`config.mk`:
```
export PLATFORM = sky130hd
export DESIGN_NAME = opcode_decode_stage
export DESIGN_NICKNAME = d
export VERILOG_FILES = /design/src/rtl/opcode_decode_stage.sv
export SDC_FILE = /design/constraint.sdc
export NUM_CORES = 1
export LEC_CHECK = 0
export ABC_AREA = 1
export BUFFER_PORTS_ARGS = -buffer_cell sky130_fd_sc_hd__buf_2
export CORE_ASPECT_RATIO = 0.75
export CORE_MARGIN = 2
export CORE_UTILIZATION = 26
export DETAILED_ROUTE_END_ITERATION = 6
export GPL_TIMING_DRIVEN = 0
export PLACE_DENSITY = 0.43
export SYNTH_ARGS = -nofsm -noshare
export SYNTH_HDL_FRONTEND = slang
export SYNTH_SLANG_ARGS = --single-unit
```
`constraint.sdc`:
```
create_clock -name clk -period 1.3 [get_ports clk]
set_input_delay 0.195 -clock clk [delete_from_list [all_inputs] [get_ports clk]]
set_output_delay 0.195 -clock clk [all_outputs]
set_load 0.01 [all_outputs]
```
`src/rtl/opcode_decode_stage.sv`:
```
// i281 decode front end: 2-entry skid buffer holding pre-decoded one-hot op bus + immediate.
// Optional macro OPDEC_INSTR_COUNT_EN adds a saturating pop counter on instr_count.
module opcode_decode_stage #(
    parameter int INSTR_W = 16,
    parameter int IMM_W   = 8
) (
    input  logic               clk,
    input  logic               rst_n,
    input  logic               in_valid,
    output logic               in_ready,
    input  logic [INSTR_W-1:0] in_instr,
    input  logic               flush,
    output logic               out_valid,
    input  logic               out_ready,
    output logic [26:0]        op_out,
    output logic [IMM_W-1:0]   imm_out
`ifdef OPDEC_INSTR_COUNT_EN
    ,
    output logic [15:0]        instr_count
`endif
);

    localparam logic [26:0] OP_NOOP = 27'h1;

    typedef enum logic [1:0] {EMPTY = 2'd0, ONE = 2'd1, TWO = 2'd2} state_t;

    state_t             state, state_nxt;
    logic               acc, pop;
    logic               load_head_in, load_skid_in, head_from_skid, head_clear;
    logic [26:0]        skid_op, dec_op;
    logic [IMM_W-1:0]   skid_imm;

    function automatic logic [26:0] decode(input logic [INSTR_W-1:0] w);
        logic [26:0] oh;
        logic [4:0]  idx;
        case (w[15:12])
            4'h0: idx = 5'd0;
            4'h1: idx = 5'd1 + {3'b000, w[9:8]};
            4'h2: idx = 5'd5;
            4'h3: idx = 5'd6;
            4'h4: idx = 5'd7;
            4'h5: idx = 5'd8;
            4'h6: idx = 5'd9;
            4'h7: idx = 5'd10;
            4'h8: idx = 5'd11;
            4'h9: idx = 5'd12;
            4'hA: idx = 5'd13;
            4'hB: idx = 5'd14;
            4'hC: idx = w[8] ? 5'd16 : 5'd15;
            4'hD: idx = 5'd17;
            4'hE: idx = 5'd18;
            default: idx = 5'd19 + {3'b000, w[9:8]};
        endcase
        oh          = '0;
        oh[idx]     = 1'b1;
        oh[26:25]   = w[11:10];
        oh[24:23]   = w[9:8];
        return oh;
    endfunction

    assign dec_op = decode(in_instr);
    assign acc    = in_valid & in_ready;
    assign pop    = out_valid & out_ready;

    always_ff @(posedge clk) begin
        if (!rst_n) state <= EMPTY;
        else        state <= state_nxt;
    end

    always_comb begin
        state_nxt = state;
        if (flush) begin
            state_nxt = EMPTY;
        end else begin
            case (state)
                EMPTY:   if (acc) state_nxt = ONE;
                ONE:     if (acc && !pop) state_nxt = TWO;
                         else if (pop && !acc) state_nxt = EMPTY;
                TWO:     if (pop) state_nxt = ONE;
                default: state_nxt = EMPTY;
            endcase
        end
    end

    always_comb begin
        out_valid      = (state != EMPTY);
        load_head_in   = 1'b0;
        load_skid_in   = 1'b0;
        head_from_skid = 1'b0;
        head_clear     = 1'b0;
        if (flush) begin
            head_clear = 1'b1;
        end else begin
            case (state)
                EMPTY: load_head_in = acc;
                ONE: begin
                    load_head_in = acc & pop;
                    load_skid_in = acc & ~pop;
                    head_clear   = pop & ~acc;
                end
                TWO:     head_from_skid = pop;
                default: head_clear = 1'b1;
            endcase
        end
    end

    // in_ready is its own flop, precomputed from the next occupancy
    always_ff @(posedge clk) begin
        if (!rst_n) in_ready <= 1'b1;
        else        in_ready <= (state_nxt != TWO);
    end

    // Head is kept at the NOOP/zero pattern whenever empty, so outputs need no gating
    always_ff @(posedge clk) begin
        if (!rst_n) begin
            op_out   <= OP_NOOP;
            imm_out  <= '0;
            skid_op  <= OP_NOOP;
            skid_imm <= '0;
        end else begin
            if (head_clear) begin
                op_out  <= OP_NOOP;
                imm_out <= '0;
            end else if (load_head_in) begin
                op_out  <= dec_op;
                imm_out <= in_instr[IMM_W-1:0];
            end else if (head_from_skid) begin
                op_out  <= skid_op;
                imm_out <= skid_imm;
            end
            if (load_skid_in) begin
                skid_op  <= dec_op;
                skid_imm <= in_instr[IMM_W-1:0];
            end
        end
    end

`ifdef OPDEC_INSTR_COUNT_EN
    always_ff @(posedge clk) begin
        if (!rst_n)                            instr_count <= '0;
        else if (pop && instr_count != 16'hFFFF) instr_count <= instr_count + 16'd1;
    end
`endif

endmodule

```
==> impl_results.md, run 1 <==
* Status: finished, violations left
* Failing checks: setup timing
* Static Leakage at 2.18 nW
* Worst-path cell chain: nand2_4 -> nor2_4 -> buf_4 -> nand3_4 -> inv_8 -> buf_8 -> a21oi_1 -> a211oi_1
* Gr usage total at 15.9%
* Count of unique library cells instantiated by Yosys at 29
* Sw Ratio at 26.4%
* Pin count of the biggest net entering global routing at 15
* CP required at 1560 ps
* Reg2reg start: in_ready
* Top Ports at 58
* Standard-cell rows at 36
* Final ANT Viol Nets at 0
* Clk slew on worst S/H paths at 70 ps
* CP max stage delay at 350 ps
* DIE WIDTH at 136 um
* RSZ-0062 raised after global routing: yes
* Logic pwr share at 11.3%
* Finished Core Util at 37.7%
* Max transition margin at 58.3%
* Sequential Power Share at 40.2%
* FF-to-FF setup slack at -60 ps
* Mapped Nets at 507
* Crit-path slowest cell: dfxtp_2
* R2R depth at 8
* Via-to-Cell Ratio at 4.55
* Final hold vios at 0
* Grt ovf at 0
* Commonest non-fill, non-tap cell in the layout: nand2_1
* Critical path data arrival time at 1620 ps
* PnR worst setup slack at -64.7 ps
* Clock share of power at 48.5%
* CTS Hold Bufs at 0
* 1st-iter DRT viols at 114
* Count of final max-slew check failures at 0
* Hold Crit Start: flush
* Wire per inst at 15.0 um
* Worst reg2reg path endpoint: op_out[15]
* Core area at 12900 um2
* Share of layout cells above drive strength 1 at 36.8%
* Largest area contributor in the synthesized netlist: dfxtp_1
* Startpoint Class: flip-flop
* Mapped Avg Cell Area at 7.03 um2
* Commonest cells after routing, fill and taps aside: nand2_1, dfxtp_1, nor2_1
* GP Congestion at 0.848
* Maximum VDD drop at 594 uV
* Layout Nets at 592
* WHS Path Cells at 2
* # setup viols final at 52
* CTS Buf Count at 9
* DR pass1 iterations at 4
* Seq cells post-synth at 73
* Via count at 3388
* Area delta synth->final at 42.8%
* Top cell type's share of synthesized area at 42.9%
* Top post-synthesis cells by area: dfxtp_1, nand2_1, nor2_1
* Sequential cell area fraction in the yosys report at 42.9%
* Die ar. at 14000 um2
* Yosys warns at 0
* Number of global-route vias before repair at 3151
* Max-cap violations at 0
* TritonCTS clock tree: yes
* WS Path Type: flip-flop to flip-flop
* Pre-CTS setup slack at -439 ps
* Sequential cell area at 1470 um2
* DRC violations left at 0
* Clk_skew at 8.61 ps
* Hold path endpoint: state[0]
* Crit path max fanout at 10
* Clock latency on the worst-skew pair at 340 ps
* PwrDens at 1180 nW/um2
* Port bufs at 56
* Critical Path Sink Type: flip-flop
* HPWL Detailed at 7.44 mm
* Worst min-delay path class: primary input to flip-flop
* Cells after Synth at 484
* CP Buf/Inv Count at 3
* First-pass GRT wire length at 17.0 mm
* Initial antenna violation count at 0
* Post-route minimum period at 1360 ps
* CTS sink cnt at 73
* Final WL at 11.2 mm
* Fin crit share at 105%
* Actual slew at the worst max-slew pin at 626 ps
* Die height at 103 um
* Filler Cell Count at 1388
* CTS Buffer Depth at 2
* Net Switching at 1.51 mW
* Starting Density at 26.4%
* CP delay by family, top: buffers and inverters
* Synthesized cell area at 3400 um2
* F_max at 0.733 GHz
* H-Tree Depth at 3
* Cell-internal power at 4.22 mW
* Antenna diodes at 0
* Multi-input logic area at 1910 um2
* Clk root buf: clkbuf_16
-- through the flow --
stage | cells | TNS, ps | power (mW) | area (um2) | hold WS [ps]
after floorplan | 484 | 0 | 2.71 | 3410 | 274
after CTS | 737 | -450 | 5.74 | 4490 | 42.2
after global routing | 745 | -7290 | 5.97 | 4860 | 52.9
after detailed placement | 711 | -19280 | 2.90 | 3900 | 411
after global placement | 711 | -19220 | 2.90 | 3900 | 411
final | 745 | -1440 | 5.73 | 4860 | 55.6
-- power groups by stage --
stage	clock network, mW	registers (mW)	logic [mW]
3_3_place_gp	0	2.35	0.542
3_5_place_dp	0	2.35	0.542
2_1_floorplan	0	2.37	0.340
4_1_cts	2.85	2.30	0.598
5_1_grt	2.94	2.31	0.722
6_report	2.78	2.30	0.650
-- what timing repair did --
action,CTS,global route
endpoints found under the setup margin,70,72
gates resized for setup,59,90
buffers inserted,10,4
pin swaps,7,22
gates cloned,1,4
-- sequential cells by signal (all words and copies together), names as in the netlist --
| register | count |
|---|---|
| imm_out | 8 |
| skid_op | 27 |
| state | 2 |
| in_ready | 1 |
| op_out | 27 |
| skid_imm | 8 |
-- Yosys cell counts --
cell	number
clkinv_1	1
buf_1	2
buf_2	9
buf_6	1
nand2_4	4
nand2_1	133
ha_1	2
nand3_1	19
o2111ai_1	1
o22ai_1	2
inv_1	17
inv_2	14
a32oi_1	1
nand3_2	3
a31oi_1	9
nand3_4	2
nand2_2	8
dfxtp_1	73
nand4_1	2
o21ai_0	29
a211oi_1	8
nor2_2	12
nor2_4	3
a21oi_1	42
clkbuf_1	6
nor2_1	72
inv_4	1
buf_4	7
nor3_1	1
-- final cells by class --
class	count	share of cell area, %
Tap cell	171	4.40
Multi-Input combinational cell	353	39.2
Inverter	33	3.32
Clock inverter	7	2.11
Sequential cell	73	30.2
Timing Repair Buffer	75	10.7
Buffer	24	5.35
Clock buffer	9	4.63
-- kinds of logic after synthesis --
family / share of synthesized area [%]
simple gates: 33.8
buf+inv: 7.79
compound gates: 14.7
fa+ha+maj: 0.735
flops: 42.9
-- worst max-delay path by stage --
stage | startpoint | end | slack [ps] | cells past startpoint
floorplan | in_ready | op_out[23] | 5 | 8
detailed placement | flush | op_out[7] | -440 | 7
finish | in_ready | op_out[15] | -60 | 8
global route | state[0] | skid_op[26] | -140 | 9
CTS | in_ready | skid_op[20] | -40 | 9
global placement | flush | op_out[5] | -440 | 7
-- metal layers --
metal	GRT usage, %	part of all wire (%)	wire (um)
met2	23.9	43	4780
met3	4.03	4.2	473
met4	4.25	1.0	114
met5	0	0	0
met1	22.8	52	5820
Note: power is estimated with default switching activity, not from simulation.
==> run 2, diff against run 1 <==
--- a/config.mk
+++ b/config.mk
@@ -9,10 +9,10 @@
 export BUFFER_PORTS_ARGS = -buffer_cell sky130_fd_sc_hd__buf_2
 export CORE_ASPECT_RATIO = 0.75
 export CORE_MARGIN = 2
-export CORE_UTILIZATION = 26
+export CORE_UTILIZATION = 30
 export DETAILED_ROUTE_END_ITERATION = 6
 export GPL_TIMING_DRIVEN = 0
-export PLACE_DENSITY = 0.43
+export PLACE_DENSITY = 0.48
 export SYNTH_ARGS = -nofsm -noshare
 export SYNTH_HDL_FRONTEND = slang
 export SYNTH_SLANG_ARGS = --single-unit
==> impl_results.md, run 2 (same netlist as run 1, synthesis figures left out) <==
* Die height at 96.3 um
* CTS Buf Count at 9
* DRC violations left at 0
* Failing checks: setup timing
* PnR worst setup slack at -63.3 ps
* Actual slew at the worst max-slew pin at 576 ps
* Startpoint Class: flip-flop
* Multi-input logic area at 1820 um2
* Via-to-Cell Ratio at 4.70
* Grt ovf at 0
* CP max stage delay at 350 ps
* Post-Place Cells at 680
* Critical Path Sink Type: flip-flop
* Finished Core Util at 42.2%
* First-pass GRT wire length at 16.2 mm
* Fin crit share at 105%
* CTS Hold Bufs at 0
* Post-route minimum period at 1360 ps
* Commonest cells after routing, fill and taps aside: nand2_1, nor2_1, dfxtp_1
* Max transition margin at 61.6%
* Clock latency on the worst-skew pair at 330 ps
* Standard-cell rows at 33
* Gr usage total at 17.3%
* Critical path data arrival time at 1580 ps
* Wire per inst at 14.5 um
* Die ar. at 12200 um2
* Worst-path cell chain: nand2_4 -> nor2_4 -> inv_2 -> nor2_4 -> nand2_4 -> buf_4 -> clkbuf_16 -> nand2_1 -> a21oi_1
* FF-to-FF setup slack at -60 ps
* Pin count of the biggest net entering global routing at 14
* TritonCTS clock tree: yes
* Commonest non-fill, non-tap cell in the layout: nand2_1
* M1 GR Usage at 24.5%
* Core area at 11000 um2
* Final hold slack at 56.2 ps
* Count of final max-slew check failures at 0
* Crit-path slowest cell: dfxtp_2
* Routing usage on met3 at 4.34%
* Final Non-Filler Cells at 709
* Clk root buf: clkbuf_16
* CP required at 1510 ps
* Share of layout cells above drive strength 1 at 33.9%
* CTS Buffer Depth at 2
* Starting Density at 31.0%
* Maximum VDD drop at 935 uV
* WS Path Type: flip-flop to flip-flop
* Static Leakage at 1.99 nW
* Max-cap violations at 0
* RSZ-0062 raised after global routing: yes
* Via count at 3335
* Busiest grt layer: met2
* Top Ports at 58
* Filler Cell Count at 1180
* Worst min-delay path class: primary input to flip-flop
* Met2 GRT Util at 26.4%
* Final hold vios at 0
* CTS sink cnt at 73
* Number of global-route vias before repair at 3166
* DIE WIDTH at 127 um
* Status: finished, violations left
* Port bufs at 56
* Antenna diodes at 0
* DR pass1 iterations at 4
* 1st-iter DRT viols at 166
* Sequential cell area at 1470 um2
* Clk_skew at 6.25 ps
* PwrDens at 1210 nW/um2
* Final WL at 10.3 mm
* Clk slew on worst S/H paths at 60 ps
* Crit path max fanout at 5
* GP Congestion at 0.857
* Area delta synth->final at 36.2%
* F_max at 0.734 GHz
* Layout Nets at 587
* Initial antenna violation count at 0
* # setup viols final at 22
* Largest regs: op_out x27, skid_op x27
* HPWL Detailed at 7.13 mm
* Total negative setup slack at -489 ps
* H-Tree Depth at 3
* Final ANT Viol Nets at 0
==> run 2: repair_timing <==
| item | CTS | global route |
|---|---|---|
| endpoints found under the setup margin | 70 | 70 |
| setup buffers | 8 | 2 |
| gates resized for setup | 81 | 43 |
| gates cloned | 1 | 2 |
| hold endpoints to repair | 0 | 0 |
| pin swaps | 8 | 6 |
==> run 2: metrics by stage <==
step           cell area [um2]  worst slack (ps)  power (mW)
2_1_floorplan             3410              4.62        2.71
3_3_place_gp              3860              -390        2.89
5_1_grt                   4640              -140        5.82
4_1_cts                   4480             -28.7        5.64
3_5_place_dp              3860              -394        2.89
6_report                  4640             -63.3        5.60
==> run 2: area by class of cell <==
class | instances | area share [%]
clock buffer | 9 | 4.86
tap | 140 | 3.78
timing repair buffer | 69 | 9.23
inverter | 33 | 3.29
multi-input combinational | 353 | 39.1
buffer | 25 | 5.96
sequential | 73 | 31.7
clock inverter | 7 | 2.05
==> run 2: power by group <==
part           switching, mW  internal, mW  total [mW]
Combinational          0.396         0.234       0.631
Sequential            0.0247          2.28        2.30
Clock                  0.984          1.68        2.66
Total                   1.41          4.19        5.60
==> run 2: critical path, delay by kind of cell (launching register included) <==
kind | cells | cell delay [ps]
buffers and inverters | 3 | 380
AOI/OAI and AO/OA | 1 | 60
DFF | 1 | 350
and+or+nand+nor | 5 | 460
==> run 2: worst paths after layout <==
path | start | to | cells after the start
worst max register to register | in_ready | skid_op[14] | 9
worst max-delay path | in_ready | skid_op[14] | 9
worst min-delay path | flush | state[0] | 2
worst min register to register | skid_op[25] | skid_op[25] | 2
==> run 2: metal layers <==
metal	up-vias	wire length [um]
li1	1722	-
met1	1524	5200
met2	81	4400
met3	8	596
met4	0	96
met5	-	0
==> run 3, diff against run 2 <==
--- a/config.mk
+++ b/config.mk
@@ -8,7 +8,7 @@
 export ABC_AREA = 1
 export BUFFER_PORTS_ARGS = -buffer_cell sky130_fd_sc_hd__buf_2
 export CORE_ASPECT_RATIO = 0.75
-export CORE_MARGIN = 2
+export CORE_MARGIN = 10
 export CORE_UTILIZATION = 30
 export DETAILED_ROUTE_END_ITERATION = 6
 export GPL_TIMING_DRIVEN = 0
==> impl_results.md, run 3 (same netlist as run 1, synthesis figures left out) <==
* Met3 wire length at 589 um
* Max-cap violations at 0
* Top routing layer in use: met4
* Area delta synth->final at 44.8%
* Status: finished, violations left
* RSZ-0062 raised after global routing: yes
* Die ar. at 16100 um2
* Actual slew at the worst max-slew pin at 562 ps
* DIE WIDTH at 143 um
* Pin count of the biggest net entering global routing at 14
* Antenna diodes at 0
* PwrDens at 1110 nW/um2
* Clk root buf: clkbuf_16
* Clock latency on the worst-skew pair at 340 ps
* DRC violations left at 0
* Core area at 11000 um2
* Critical Path Sink Type: flip-flop
* HPWL Detailed at 7.65 mm
* H-Tree Depth at 3
* Via count at 3437
* Crit. Startpoint: in_ready
* Standard-cell rows at 33
* Starting Density at 30.9%
* Crit-path slowest cell: dfxtp_2
* WS Path Type: flip-flop to flip-flop
* CP required at 1570 ps
* Wire per inst at 15.8 um
* Post-route minimum period at 1340 ps
* Final hold vios at 0
* CTS Buf Count at 9
* FF-to-FF setup slack at -40 ps
* F_max at 0.748 GHz
* Clk_skew at 7.62 ps
* Layout Nets at 593
* Met1 wire length at 5.49 mm
* PnR worst setup slack at -36.1 ps
* GP Congestion at 0.827
* R2R depth at 9
* Largest regs: op_out x27, skid_op x27
* TritonCTS clock tree: yes
* First-pass GRT wire length at 17.4 mm
* Port bufs at 56
* Reg2reg start: in_ready
* Fin crit share at 103%
* Share of layout cells above drive strength 1 at 42.1%
* Filler Cell Count at 1123
* Top Ports at 58
* Met2 WL at 5.10 mm
* Number of global-route vias before repair at 3293
* Hold Crit Start: flush
* Commonest cells after routing, fill and taps aside: nand2_1, dfxtp_1, nor2_1
* Critical path capture point: skid_op[20]
* CTS sink cnt at 73
* Worst reg2reg path endpoint: skid_op[20]
* Gr usage total at 13.6%
* Static Leakage at 2.31 nW
* Startpoint Class: flip-flop
* 1st-iter DRT viols at 156
* Finished Core Util at 44.7%
* Final ANT Viol Nets at 0
* Die height at 112 um
* Maximum VDD drop at 681 uV
* Commonest non-fill, non-tap cell in the layout: nand2_1
* CP max stage delay at 350 ps
* Failing checks: setup timing
* # setup viols final at 39
* Critical path data arrival time at 1610 ps
* Count of final max-slew check failures at 0
* Crit path max fanout at 5
* Via-to-Cell Ratio at 4.81
* Final WL at 11.3 mm
* Total negative setup slack at -632 ps
* Grt ovf at 0
* Worst min-delay path class: primary input to flip-flop
* Max transition margin at 62.6%
* Initial antenna violation count at 0
* CTS Buffer Depth at 2
* DR pass1 iterations at 4
* Worst-path cell chain: nand2_4 -> nor2_4 -> inv_2 -> nor2_4 -> nand2_4 -> inv_8 -> buf_6 -> o21ai_0 -> a21oi_1
* Clk slew on worst S/H paths at 60 ps
==> run 3: worst max-delay path: cells and delay by family, from the launching register on <==
kind            cells  cell delay (ps)
compound gates      2              210
flops               1              350
simple gates        4              400
buf+inv             3              290
==> run 3: power breakdown <==
part	switching [mW]	internal [mW]
Combinational	0.425	0.254
Sequential	0.0282	2.28
Clock	0.996	1.48
==> run 3: worst min path at each step <==
stage,slack [ps],end,cells after the start
2_1_floorplan,270,state[0],1
3_3_place_gp,410,state[0],2
3_5_place_dp,410,state[0],2
4_1_cts,40,state[0],2
5_1_grt,40,state[0],2
6_report,60,state[0],2
==> run 3: repair_timing <==
item                                    in CTS  in global routing
endpoints found under the setup margin      70                 69
cloned                                       2                  3
gates resized for setup                     71                108
buffers inserted                             6                  8
hold buffers                                 0                  0
pin swaps                                    4                 17
==> run 3: final cells by class <==
class                           count  area [um2]  share of cell area (%)
Multi-Input combinational cell    353        2060                    41.9
Sequential cell                    73        1470                    29.8
Timing Repair Buffer               75         489                    9.93
Buffer                             25         275                    5.59
Clock buffer                        9         225                    4.57
Tap cell                          140         175                    3.55
Inverter                           33         160                    3.25
Clock inverter                      7        68.8                    1.40
==> run 3: routing by layer <==
| metal | global-route usage, % | up-vias |
|---|---|---|
| met5 | 0 | - |
| met4 | 3.09 | 0 |
| met2 | 20.3 | 68 |
| li1 | - | 1742 |
| met3 | 4.55 | 8 |
| met1 | 18.5 | 1619 |
==> run 3: per-stage QoR <==
stage	cell area, um2	power (mW)	setup slack, ps	instances	hold WS [ps]
3_3_place_gp	3860	2.90	-383	680	407
2_1_floorplan	3410	2.71	4.62	484	274
4_1_cts	4420	5.43	-16.7	704	41.8
5_1_grt	4930	5.69	-152	715	42.6
6_report	4930	5.46	-36.1	715	59.7
3_5_place_dp	3860	2.90	-392	680	412
